--- src/rtl/bin2bcd_seq.sv ---
// Sequential binary-to-BCD converter using shift-add-3 (double dabble),
// one iteration per clock. Feeds the 4-digit multiplexed 7-segment
// display driver with registered digits that only change on completion.
module bin2bcd_seq #(
  parameter int WIDTH = 14
) (
  input  logic             clk,
  input  logic             rst,
  input  logic             start,
  input  logic [WIDTH-1:0] bin,
  output logic             busy,
  output logic             done,
  output logic             ovf,
  output logic [3:0]       thou,
  output logic [3:0]       hund,
  output logic [3:0]       tens,
  output logic [3:0]       ones
);

  localparam int CW = $clog2(WIDTH + 1);

  typedef enum logic [1:0] {
    IDLE,
    SHIFT,
    DONE
  } state_t;

  state_t           state;
  state_t           state_nxt;
  logic [CW-1:0]    cnt;
  logic [WIDTH-1:0] binreg;
  logic [15:0]      scratch;
  logic             ovf_pend;

  logic             accept;
  logic             last;
  logic             bin_big;
  logic [11:0]      adj_low;
  logic [2:0]       adj_top;
  logic [15:0]      scratch_nxt;
  logic [WIDTH-1:0] binreg_nxt;

  // Overflow detection on the raw input; zero-extend so narrow WIDTH compares cleanly
  always_comb begin
    bin_big = ({{(16 - WIDTH){1'b0}}, bin} > 16'd9999);
  end

  // Add-3 adjust of each BCD nibble followed by the one-bit left shift.
  // Only the low three bits of the adjusted top nibble survive the shift,
  // so that nibble is adjusted modulo 8 and its carry-out is dropped.
  always_comb begin
    adj_low = scratch[11:0];
    for (int i = 0; i < 3; i++) begin
      if (scratch[4*i +: 4] >= 4'd5) begin
        adj_low[4*i +: 4] = scratch[4*i +: 4] + 4'd3;
      end
    end
    adj_top     = scratch[14:12] + ((scratch[15:12] >= 4'd5) ? 3'd3 : 3'd0);
    scratch_nxt = {adj_top, adj_low, binreg[WIDTH-1]};
    binreg_nxt  = {binreg[WIDTH-2:0], 1'b0};
  end

  // State register; reset wins over any pending start
  always_ff @(posedge clk) begin
    if (rst) begin
      state <= IDLE;
    end else begin
      state <= state_nxt;
    end
  end

  // Next-state decode plus busy/done, accept and last-iteration strobes
  always_comb begin
    state_nxt = state;
    busy      = 1'b0;
    done      = 1'b0;
    accept    = 1'b0;
    last      = 1'b0;
    case (state)
      IDLE: begin
        if (start) begin
          accept    = 1'b1;
          state_nxt = SHIFT;
        end
      end
      SHIFT: begin
        busy = 1'b1;
        if (cnt == CW'(1)) begin
          last      = 1'b1;
          state_nxt = DONE;
        end
      end
      DONE: begin
        done = 1'b1;
        if (start) begin
          accept    = 1'b1;
          state_nxt = SHIFT;
        end else begin
          state_nxt = IDLE;
        end
      end
      default: begin
        state_nxt = IDLE;
      end
    endcase
  end

  // Scratch datapath: load on accept, iterate while shifting
  always_ff @(posedge clk) begin
    if (rst) begin
      binreg   <= '0;
      scratch  <= '0;
      cnt      <= '0;
      ovf_pend <= 1'b0;
    end else if (accept) begin
      binreg   <= bin;
      scratch  <= '0;
      cnt      <= CW'(WIDTH);
      ovf_pend <= bin_big;
    end else if (state == SHIFT) begin
      binreg   <= binreg_nxt;
      scratch  <= scratch_nxt;
      cnt      <= cnt - CW'(1);
    end
  end

  // Display-facing outputs only move on the completion edge, saturating on overflow
  always_ff @(posedge clk) begin
    if (rst) begin
      ovf  <= 1'b0;
      thou <= 4'd0;
      hund <= 4'd0;
      tens <= 4'd0;
      ones <= 4'd0;
    end else if (last) begin
      ovf <= ovf_pend;
      if (ovf_pend) begin
        thou <= 4'd9;
        hund <= 4'd9;
        tens <= 4'd9;
        ones <= 4'd9;
      end else begin
        thou <= scratch_nxt[15:12];
        hund <= scratch_nxt[11:8];
        tens <= scratch_nxt[7:4];
        ones <= scratch_nxt[3:0];
      end
    end
  end

endmodule

--- config.mk ---
export PLATFORM = sky130hd
export DESIGN_NAME = bin2bcd_seq
export DESIGN_NICKNAME = d
export VERILOG_FILES = /design/src/rtl/bin2bcd_seq.sv
export SDC_FILE = /design/constraint.sdc
export NUM_CORES = 1
export LEC_CHECK = 0
export CELL_PAD_IN_SITES_DETAIL_PLACEMENT = 0
export CELL_PAD_IN_SITES_GLOBAL_PLACEMENT = 1
export CORE_MARGIN = 3
export CORE_UTILIZATION = 40
export CTS_CLUSTER_SIZE = 25
export DETAILED_ROUTE_END_ITERATION = 10
export PLACE_DENSITY = 0.87
export SLEW_MARGIN = 20
export SYNTH_ARGS = -nofsm -noshare
export SYNTH_HDL_FRONTEND = slang
export SYNTH_SLANG_ARGS = --single-unit
--- constraint.sdc ---
create_clock -name clk -period 2.3 [get_ports clk]
set_input_delay 0.345 -clock clk [delete_from_list [all_inputs] [get_ports clk]]
set_output_delay 0.345 -clock clk [all_outputs]
set_load 0.005 [all_outputs]
==> results.toml <==
[clock_tree]
cts-htree-levels = 2
cts_buffers = 5
clkSlewWorstSetupHoldPaths_ps = 90
clk_latency_ps = 310
cts_root_buffer = "clkbuf_8"
holdBufCountCts = 0
post-cts-setup-buffers = 0
cts_buffer_depth = 2
cts_tree = "built"
cts-resized-gates = 0
cts.sinks = 54

[finish]
nets = 332
antenna_cells = 0
multi_input_area_um2 = 1150
final.fill_count = 578
seqCellArea_um2 = 1080
instances_no_fill = 378
layout-drive-gt1-share_pct = 8.50
area_growth_pct = 22.1

[yosys]
netlist_area_um2 = 2350
yosysTopAreaCell = "dfxtp_1"
yosysWarningCount = 0
ys_seq_area_share_pct = 45.9
synth-seq-cells = 54
synthTopCellsByCount = "dfxtp_1 (54), nor2_1 (33), nand2_1 (22)"
synthesis.instances = 273
synth_area_leaders = "dfxtp_1 (46%), nor2_1 (5.3%), ha_1 (4.8%)"
syn_area_per_cell_um2 = 8.63
synth-edff-count = 0
synth.distinct_cells = 34
synthFlopType = "dfxtp_1"
synth_nets = 300
async_reset_ff_share_pct = 0
synth_top_area_share_pct = 45.9
yosysMostFrequentCell = "dfxtp_1"

[critical_path]
cp_slowest_stage_delay_ps = 460
rrSetupSlack_ps = 330
crit_type = "reg2reg"
worst-r2r-cell-count = 5
rr_endpoint = "ones[2]"
crit_fanout = 15
crit_path_end_kind = "flop"
cp-start-kind = "flop"
crit_end = "ones[2]"
crit_start = "cnt[0]"
crit_path_top_delay_cell = "or3_4"
r2r_start = "cnt[0]"
crit_chain = "ha_1 -> or3b_4 -> or2_1 -> or3_4 -> o21ai_2"
cp.arrival_ps = 2220
worstPathRequired_ps = 2550

[routing]
totalWireLength_mm = 4.91
post_drt_wl_per_cell_um = 13.0
drt-vias-per-instance = 5.20
drt_iter0_drc = 75
first_pass_iters = 4
drc = 0
ant_nets = 0
vias = 1964

[timing]
setup_ws_ps = 326
finalHoldViolCount = 0
worst_slew_pin_slew_ps = 497
clock_skew_ps = 7.12
setup_viol = 0
relSlewSlack_pct = 66.9
period_share_pct = 85.8
tns_ps = 0
slew_violations = 0
fmax_mhz = 507
fin_crit_ps = 1970
rsz0062_at_grt = "false"

[die]
top_level_ports = 36
num_rows = 27
die_area_um2 = 6840
initial_core_util_pct = 42.0
die_w_um = 82.7
coreArea_um2 = 5610
die_y_um = 82.7

[placed_design]
io_buffers = 35
pre_cts_slack_ps = 340
dp_cells = 370
dp_hpwl_mm = 3.58
gp_congestion = 0.753

[pwr]
vdd_drop_max_uv = 272
cellPowerDensity_nw_per_um2 = 631
total_leakage_power_nw = 0.986

[grt]
grt_use_total_pct = 15.8
grt_pass1_wl_mm = 8.25
overflow = 0
antenna_found_initial = 0
grt_pass1_vias = 1855
grt_max_degree = 26

[min_path]
hold_path.class = "reg2reg"
min_path_cells = 2

[flow_run]
maxCapViolations = 0

[outcome]
status = "complete, no violations"
-- metrics by stage --
stage          hold slack, ps  power, W  cell area, um^2  utilization, %
2_1_floorplan             431   0.00120             2350               -
3_3_place_gp              442   0.00129             2780            49.6
3_5_place_dp              452   0.00129             2780            49.6
4_1_cts                   465   0.00184             2880            51.3
5_1_grt                   484   0.00190             2880            51.3
6_report                  460   0.00181             2880            51.3
-- worst min path at each step --
stage / end / slack (ps) / startpoint
6_report: scratch[15] / 460 / scratch[15]
2_1_floorplan: scratch[15] / 430 / scratch[15]
3_5_place_dp: scratch[15] / 450 / scratch[15]
4_1_cts: scratch[15] / 470 / scratch[15]
5_1_grt: scratch[15] / 480 / scratch[15]
3_3_place_gp: scratch[15] / 440 / scratch[15]
-- layer usage --
| metal | GRT usage (%) | routed length (um) | up-vias |
|---|---|---|---|
| met3 | 3.80 | 157 | 6 |
| met1 | 19.8 | 2380 | 910 |
| li1 | - | - | 1020 |
| met5 | 0 | 0 | - |
| met2 | 26.6 | 2300 | 28 |
| met4 | 4.90 | 72 | 0 |
-- cell type report --
cell class                 instances  share of cell area, %
clock buffer                       7                   3.00
inverter                          13                   1.70
sequential                        54                   37.6
tap                               72                   3.13
clock inverter                     1                  0.174
timing repair buffer              43                   14.3
multi-input combinational        188                   40.1
-- cells by family (layout without fill, tap and decap cells) --
kind of cell | count (synthesis) | count (layout) | share of synthesized area (%)
AND/OR/NAND/NOR | 103 | 103 | 21.5
AO/OA/AOI/OAI | 65 | 65 | 17.7
flip-flops | 54 | 54 | 45.9
buffers and inverters | 31 | 64 | 5.10
adder cells (fa/ha/maj) | 10 | 10 | 5.63
XOR/XNOR | 6 | 6 | 2.23
multiplexers | 4 | 4 | 1.86
-- sequential cells by signal, summed over array words and instances, names as in the netlist --
register	cells
ones	4
ovf	1
cnt	4
tens	4
hund	4
binreg	14
scratch	16
ovf_pend	1
state	2
thou	4
-- critical path, delay by kind of cell, from the launching register on --
kind	cells	cell delay [ps]
DFF	1	390
and+or+nand+nor	3	1250
AOI/OAI and AO/OA	1	120
adders and majority gates	1	160
-- report_power, final --
group / internal [W] / switching (W)
sequential: 0.000983 / 0.0000337
combinational: 0.000117 / 0.000137
clock: 0.000244 / 0.000300
total: 0.00134 / 0.000471
-- layout by cell type, fill, tap and decap left out, types with 7 or more instances in the layout --
| master | instances |
|---|---|
| nor2_1 | 33 |
| clkdlybuf4s50_1 | 35 |
| a211oi_1 | 11 |
| nand2_1 | 22 |
| dfxtp_1 | 54 |
| nand2b_1 | 7 |
| buf_4 | 8 |
| nor3_1 | 17 |
| o22ai_1 | 17 |
| inv_1 | 12 |
| a21oi_1 | 20 |
| ha_1 | 9 |
No activity file was read; power rests on OpenSTA's default activity.
